File: src/rtl/gpr_pkg.sv
// Shared constants and helpers for the parametrised GPR file and its scoreboard.
package gpr_pkg;

   localparam int RV_XLEN    = 32;
   localparam int RV_NUM_GPR = 32;
   localparam int ZERO_ADDR  = 0;

   // Address width that stays at least 1 bit, even for a two-entry file.
   function automatic int clog2_safe(input int n);
      int w;
      w = 1;
      while ((1 << w) < n) w = w + 1;
      return w;
   endfunction

   // A register address is live when it is in range and not the hard-wired zero register.
   function automatic logic gpr_addr_ok(input int addr, input int num_regs, input int zero_reg);
      return (addr < num_regs) && !((zero_reg != 0) && (addr == ZERO_ADDR));
   endfunction

endpackage

File: src/rtl/gpr_scoreboard.sv
// Per-register busy bits: writeback clears, issue reserves, and a same-cycle reserve wins.
module gpr_scoreboard
   import gpr_pkg::*;
#(
   parameter int NUM_REGS = RV_NUM_GPR,
   parameter int ZERO_REG = 1,
   localparam int ADDR_W  = clog2_safe(NUM_REGS)
) (
   input  logic                clock,
   input  logic                reset_n,
   input  logic                write_enable,
   input  logic [ADDR_W-1:0]   write_addr,
   input  logic                rsv_en,
   input  logic [ADDR_W-1:0]   rsv_addr,
   output logic [NUM_REGS-1:0] busy_q,
   output logic [NUM_REGS-1:0] busy_next
);

   logic wr_ok;
   logic rsv_ok;

   assign wr_ok  = write_enable && gpr_addr_ok(int'(write_addr), NUM_REGS, ZERO_REG);
   assign rsv_ok = rsv_en && gpr_addr_ok(int'(rsv_addr), NUM_REGS, ZERO_REG);

   // Reserve is applied after the clear so a new producer overrides the retiring one.
   always_comb begin
      busy_next = busy_q;
      if (wr_ok)  busy_next[write_addr] = 1'b0;
      if (rsv_ok) busy_next[rsv_addr]   = 1'b1;
   end

   always_ff @(posedge clock or negedge reset_n) begin
      if (!reset_n) busy_q <= '0;
      else          busy_q <= busy_next;
   end

endmodule

File: src/rtl/gpr_file_mp.sv
// Multi-read-port GPR file with synchronous write-first reads and a busy scoreboard.
module gpr_file_mp
   import gpr_pkg::*;
#(
   parameter int WORD_SIZE = RV_XLEN,
   parameter int NUM_REGS  = RV_NUM_GPR,
   parameter int NUM_RD    = 2,
   parameter int ZERO_REG  = 1,
   localparam int ADDR_W   = clog2_safe(NUM_REGS)
) (
   input  logic                        clock,
   input  logic                        reset_n,
   input  logic                        write_enable,
   input  logic [ADDR_W-1:0]           write_addr,
   input  logic [WORD_SIZE-1:0]        write_data,
   input  logic                        rsv_en,
   input  logic [ADDR_W-1:0]           rsv_addr,
   input  logic [NUM_RD-1:0]           rd_en,
   input  logic [NUM_RD*ADDR_W-1:0]    read_addr,
   output logic [NUM_RD*WORD_SIZE-1:0] read_data,
   output logic [NUM_RD-1:0]           read_valid,
   output logic [NUM_RD-1:0]           read_busy,
   output logic [NUM_REGS-1:0]         busy_vec
);

   // Storage is padded to the full address space so any read index is legal; padding never loads.
   localparam int DEPTH = 1 << ADDR_W;

   logic [WORD_SIZE-1:0] regs [DEPTH];
   logic                 wr_ok;
   logic [NUM_REGS-1:0]  busy_next;
   logic [DEPTH-1:0]     busy_ext;

   assign wr_ok    = write_enable && gpr_addr_ok(int'(write_addr), NUM_REGS, ZERO_REG);
   assign busy_ext = DEPTH'(busy_next);

   gpr_scoreboard #(
      .NUM_REGS (NUM_REGS),
      .ZERO_REG (ZERO_REG)
   ) u_scoreboard (
      .clock        (clock),
      .reset_n      (reset_n),
      .write_enable (write_enable),
      .write_addr   (write_addr),
      .rsv_en       (rsv_en),
      .rsv_addr     (rsv_addr),
      .busy_q       (busy_vec),
      .busy_next    (busy_next)
   );

   always_ff @(posedge clock or negedge reset_n) begin
      if (!reset_n) begin
         for (int i = 0; i < DEPTH; i++) regs[i] <= '0;
      end else if (wr_ok) begin
         regs[write_addr] <= write_data;
      end
   end

   for (genvar p = 0; p < NUM_RD; p++) begin : g_port
      logic [ADDR_W-1:0]    addr_p0;
      logic                 rd_ok_p0;
      logic [WORD_SIZE-1:0] data_p0;
      logic [WORD_SIZE-1:0] data_p1;
      logic                 busy_p1;
      logic                 vld_p1;

      // p0: address decode and write-first bypass
      assign addr_p0  = read_addr[p*ADDR_W +: ADDR_W];
      assign rd_ok_p0 = gpr_addr_ok(int'(addr_p0), NUM_REGS, ZERO_REG);

      always_comb begin
         data_p0 = '0;
         if (rd_ok_p0) data_p0 = (wr_ok && (write_addr == addr_p0)) ? write_data : regs[addr_p0];
      end

      // p1: per-port output registers
      always_ff @(posedge clock or negedge reset_n) begin
         if (!reset_n) begin
            data_p1 <= '0;
            busy_p1 <= 1'b0;
            vld_p1  <= 1'b0;
         end else begin
            vld_p1 <= rd_en[p];
            if (rd_en[p]) begin
               data_p1 <= data_p0;
               busy_p1 <= rd_ok_p0 & busy_ext[addr_p0];
            end
         end
      end

      assign read_data[p*WORD_SIZE +: WORD_SIZE] = data_p1;
      assign read_busy[p]                        = busy_p1;
      assign read_valid[p]                       = vld_p1;
   end

endmodule
File: config.mk
export PLATFORM = sky130hd
export DESIGN_NAME = gpr_file_mp
export DESIGN_NICKNAME = d
export VERILOG_FILES = /design/src/rtl/gpr_pkg.sv /design/src/rtl/gpr_scoreboard.sv /design/src/rtl/gpr_file_mp.sv
export SDC_FILE = /design/constraint.sdc
export NUM_CORES = 2
export LEC_CHECK = 0
export ABC_AREA = 0
export CORE_MARGIN = 4
export CORE_UTILIZATION = 50
export DETAILED_ROUTE_END_ITERATION = 6
export GPL_TIMING_DRIVEN = 1
export MAX_ROUTING_LAYER = met4
export PLACE_DENSITY = 0.73
export SYNTH_ARGS = -nofsm -noshare
export SYNTH_HDL_FRONTEND = slang
export SYNTH_SLANG_ARGS = --single-unit
File: constraint.sdc
create_clock -name clock -period 1.9 [get_ports clock]
set_clock_uncertainty 0.1 [all_clocks]
set_input_delay 0.38 -clock clock [delete_from_list [all_inputs] [get_ports clock]]
set_output_delay 0.38 -clock clock [all_outputs]
set_load 0.02 [all_outputs]
# Yosys cells after proc, flatten, opt, wreduce, memory -nomap -nowiden
# Cells that the tools add are included.
# word_totals
regBits,1124
word_cells,97
# classes
magnitude_cmp,10
eq_ne,2
n_mux,23
bitwise_logic,8
reduce_logical,15
# ops
cell,count
$bwmux W1024,1
$mux W32,11
$bmux W32 S5,2
$demux W32 S5,1
$and A32 B32 Y32,1
$not A32 Y32,1
$or A32 B32 Y32,1
$lt A5 B6 Y1 const B,4
$logic_not A5 Y1,4
$ge A6 B6 Y1 const B,3
$not A5 Y6,3
$bmux W1 S5,2
$demux W1 S5,2
$eq A5 B5 Y1,2
$ge A5 B1 Y1 const B,2
$logic_and A1 B1 Y1,7
$lt A6 B1 Y1 const B,1
$logic_not A1 Y1,4
$mux W1,4
$and A1 B1 Y1,2

# Longest topological paths before layout
# depth
ltp_word,12
mapped_depth,12
mapped_depth_nobuf,7

# Modules after synthesis
# From an unflattened synthesis, not the netlist that was laid out.
# unflattened
cells_unflattened,3991
hier_area_um2,59389.5
# by_module_without_submodules
mod,instances,cells_each,area_each_um2
gpr_file_mp,1,3868,58092.0
gpr_scoreboard,1,123,1297.5

# Least setup slack after synthesis
# No wires, ideal clock.
# synth_timing
kind,input to register
start,input port read_addr[0]
end,register g_port[0].data_p1[12]
setup_time_ps,141
arrival_time_ps,2317
required_ps,1659
slack_ps,-658
cell_stages,9
path_buffers,3
path_cell_list,buf_2 > buf_2 > buf_2 > mux4_2 > mux4_2 > mux2i_1 > nor2_1 > a21oi_1 > o22ai_1
# synth_via
elab_chain_cells,6
word_cells_on_any_way,9
cone_classes,eq/ne: 1; mux: 5; bitwise: 1; reduce/logical: 2
# synth_rtl
element,line_no,text
from (decl),gpr_file_mp.sv:19,"input logic [NUM_RD*ADDR_W-1:0] read_addr,"
$not A5 Y6 (implied by the code),gpr_file_mp.sv:73,if (rd_ok_p0) data_p0 = (wr_ok && (write_addr == addr_p0)) ? write_data : regs[addr_p0];
$bmux W32 S5,gpr_file_mp.sv:73,
$mux W32 (implied by the code) (2 in series),gpr_file_mp.sv:73,
$mux W32,gpr_file_mp.sv:73,
$mux W32 *,gpr_file_mp.sv:73,
to (signal assigned),gpr_file_mp.sv:85,data_p1 <= data_p0;
to (decl),gpr_file_mp.sv:63,logic [WORD_SIZE-1:0] data_p1;
# Mark *: on every way between the ends. The rest lies on a longest branch, timed or not. The select of a mux whose other input is x is not followed.
# A chain may end at the register's enable or synchronous reset.

# Worst setup path in the final report
# layout_timing
start,register regs[245] (netlist name)
end,register g_port[0].data_p1[21]
# layout_via
elab_chain_cells,5
# layout_rtl
element,line_no,text
from (decl),gpr_file_mp.sv:29,logic [WORD_SIZE-1:0] regs [DEPTH];
"from (signal, indexed assignment)",gpr_file_mp.sv:55,regs[write_addr] <= write_data;
$bmux W32 S5,gpr_file_mp.sv:73,
$mux W32 (implied by the code) (2 in series),gpr_file_mp.sv:73,
$mux W32 (2 in series),gpr_file_mp.sv:73,
# No other way between the ends. The select of a mux whose other input is x is not followed.

==> flow_metrics.env <==
export IMPL_status="finished with violations"
export IMPL_failed_checks="negative setup slack"
export IMPL_worst_pin_slew_ps=1020
export IMPL_fin_crit_sh_pct=118
export IMPL_maxSlewViolCount=0
export IMPL_fin_crit_ps=2250
export IMPL_power_total_mw=75.6
export IMPL_crit_chain="mux4_2, mux4_2, mux2i_1, nor2_1, a21oi_1, buf_4, o22ai_1"
export IMPL_postSynthAreaPerCell_sq_um=15.1
export IMPL_clk_pin_slew_ps=60
export IMPL_synth_top_family_by_area="multiplexers"
export IMPL_coreArea_sq_um=117000
export IMPL_gr_total_overflow=0
export IMPL_setup_slack_ps=-347
export IMPL_port_buffers=157
export IMPL_combPwrFrac_pct=25.8
export IMPL_internal_power_mw=54.6
export IMPL_grt_first_pass_wirelength_microns=290000
export IMPL_start_util_pct=50.7
export IMPL_yosysSeqAreaShare_pct=47.5
export IMPL_synth_async_reset_ratio_pct=100
export IMPL_synth_xor_area_share_pct=0.148
export IMPL_endpoint_kind="register"
export IMPL_swShare_pct=27.9
export IMPL_yosysWarnings=0
export IMPL_max_freq_ghz=0.445
export IMPL_stdcell_count=6291
export IMPL_cp_arrival_ps=2740
export IMPL_die_height_microns=352
export IMPL_grt_max_degree=70
export IMPL_place_inst=5999
export IMPL_place_hpwl_microns=122000
export IMPL_first_pass_iters=7
export IMPL_synth_edff_count=0
export IMPL_leakage_nw=33.2
export IMPL_syn_nets=3967
export IMPL_maxCapViolations=0
export IMPL_ys_flop_type="dfrtp_1"
export IMPL_n_fill_cell=8190
export IMPL_vias_per_cell=6.64
export IMPL_synthSimpleGateAreaFrac_pct=1.67
export IMPL_powerDensity_nw_per_um2=1010
export IMPL_vias=41800
export IMPL_max_slew_margin_rel_pct=31.8
export IMPL_grt_setup_unrepaired="true"
export IMPL_synthMuxAreaShare_pct=43.0
export IMPL_nNetsFinal=4724
export IMPL_ir_worst_vdd_mv=0.769
export IMPL_drtIter0Drc=4469
export IMPL_gp_congestion=0.910
export IMPL_post_route_drc_count=0
export IMPL_ys_top_cells_by_area="dfrtp_1, mux4_2, mux2_2"
export IMPL_ys_types=66
export IMPL_wire_per_inst_microns=31.0
export IMPL_crit_fanout=2
export IMPL_synthToLayoutAreaGrowth_pct=25.9
export IMPL_finalWirelength_microns=195000
export IMPL_fin_setup_tns_ps=-10920
export IMPL_hold_slack_ps=25.7
export IMPL_num_antenna_cells=0
export IMPL_worstSetupStartpointType="register"
export IMPL_rows=125
export IMPL_critPathMostFrequentCell="mux4_2"
export IMPL_syn_area_sq_um=59200
export IMPL_synth_fa_ha_area_share_pct=0
export IMPL_clkLatencyLatePin_ps=720
export IMPL_drive_above_1_share_pct=61.1
export IMPL_final_cell_area_sq_um=74500
export IMPL_antenna_left=0
export IMPL_dieArea_sq_um=124000
export IMPL_max_stage_delay_ps=550
export IMPL_worstHoldPathType="in -> async"
export IMPL_worstPathRequired_ps=2390
export IMPL_grt_pass1_vias=43700
export IMPL_synth_seq_cells=1124
export IMPL_slowest_stage="mux4_2"
export IMPL_pwr_share_seq_pct=42.2
export IMPL_place_area_sq_um=69400
export IMPL_critPathKind="reg -> reg"
export IMPL_cts_buffers=116
export IMPL_grt_use_total_pct=32.1
export IMPL_synth_cells=3909
export IMPL_htreeDepth=3
export IMPL_clockBufferDepth=3
export IMPL_antenna_found_initial=4
export IMPL_cts_tree="yes"
export IMPL_fp_dieW_microns=352
export IMPL_pin_count=158
export IMPL_cts_sinks=1124
export IMPL_final_setup_viol_count=67
export IMPL_hold_viol_final=0
export IMPL_synth_top_area_share_pct=47.5
export IMPL_cts_root_buffer_cell="clkbuf_16"
export IMPL_netlist_top_cell_by_area="dfrtp_1"
export IMPL_synth_compound_area_share_pct=3.98
export IMPL_power_frac_clock_pct=31.9
export IMPL_netSwitchingPower_mw=21.1
-- Yosys cell counts (4+ instances only) --
master / number
o21ai_0: 28
nor2_1: 112
a211oi_1: 27
buf_6: 10
nand3b_1: 5
dfrtp_1: 1124
nor2b_1: 6
a22o_1: 11
a21oi_1: 64
nor3b_1: 7
o21ai_1: 5
nand3_1: 11
o22ai_1: 65
a22oi_1: 31
clkbuf_1: 311
buf_4: 28
a221oi_1: 62
nand2_1: 27
o21a_1: 27
mux2i_1: 167
xor2_1: 4
o21bai_1: 4
xnor2_1: 6
mux2_2: 993
mux4_2: 558
buf_2: 59
buf_1: 35
nand2b_1: 6
inv_1: 70
-- flip-flops by register name, summed over array words and instances (netlist names) --
signal,count
g_port.busy_p1,2
u_scoreboard.busy_q,32
g_port.vld_p1,2
regs,1024
g_port.data_p1,64
-- final cells by class --
type,instances,area (sq um),area share [%]
Sequential cell,1124,28100,37.8
Inverter,72,279,0.374
Timing Repair Buffer,1084,10700,14.4
Tap cell,1524,1910,2.56
Clock inverter,49,578,0.776
Multi-Input combinational cell,2268,29400,39.5
Clock buffer,170,3470,4.65
-- power groups by stage --
| stage | Sequential, mW | Clock (mW) | Combinational [mW] |
|---|---|---|---|
| final | 32.0 | 24.1 | 19.5 |
| after global routing | 32.4 | 25.3 | 20.8 |
| after CTS | 31.8 | 24.3 | 19.2 |
| after detailed placement | 32.1 | 0 | 19.0 |
| after global placement | 31.8 | 0 | 18.5 |
| after floorplan | 31.6 | 0 | 11.2 |
-- metal layers --
metal	GRT usage (%)	up-vias	wire, microns
met2	49.5	2214	92100
met5	-	-	0
met1	42.3	22300	76200
li1	-	16700	-
met4	13.7	0	9400
met3	6.08	583	17400
-- critical path, delay by kind of cell (launching register included) --
family          cells  cell delay, ps
simple gates        1              60
mux                 3            1240
compound gates      2             190
flops               1             400
buf+inv             1             150
-- repair_timing --
item | CTS | global route
hold endpoints to repair | 722 | 0
gates cloned | 10 | 3
hold buffers | 3 | 0
setup endpoints to repair | 813 | 71
buffers inserted | 47 | 13
pin swaps | 16 | 31
resized for setup | 470 | 82
-- stage by stage --
step	worst slack, ps	utilization, %
after floorplan	-449	-
after global placement	-1110	59.4
after detailed placement	-1150	59.4
after CTS	-341	63.5
after global routing	-386	63.8
final	-347	63.8
-- layout by cell type, fill, tap and decap left out, drive strengths merged, types with 33 or more instances in the layout --
master,count
a21oi,64
a221oi,62
buf,992
clkbuf,177
clkdlybuf4s15,35
clkdlybuf4s50,33
clkinv,33
dfrtp,1124
inv,72
mux2,993
mux2i,167
mux4,558
nor2,113
o21ai,33
o22ai,65
-- path summary, 6_finish.rpt --
| kind | slack, ps | cells after the start | to | start |
|---|---|---|---|---|
| min reg2reg | 300 | 0 | regs[1020]$_DFFE_PN0P_ | regs[1020]$_DFFE_PN0P_ |
| max reg2reg | -350 | 7 | g_port[0].data_p1[21]$_DFFE_PN0P_ | regs[245]$_DFFE_PN0P_ |
| max in group asynchronous | 830 | 4 | regs[587]$_DFFE_PN0P_ | reset_n |
| min in group clock | 190 | 5 | u_scoreboard.busy_q[18]$_DFF_PN0_ | write_addr[0] |
| max | -350 | 7 | g_port[0].data_p1[21]$_DFFE_PN0P_ | regs[245]$_DFFE_PN0P_ |
| min | 30 | 2 | regs[728]$_DFFE_PN0P_ | reset_n |
-- cells by family (layout without fill, tap and decap cells) --
logic type	after synthesis	after routing
AOI/OAI and AO/OA	341	341
xor gates and xnor gates	10	10
buffers and inverters	517	1375
DFF	1124	1124
muxes	1718	1718
and+or+nand+nor	199	199
(Power assumes the default switching activity.)
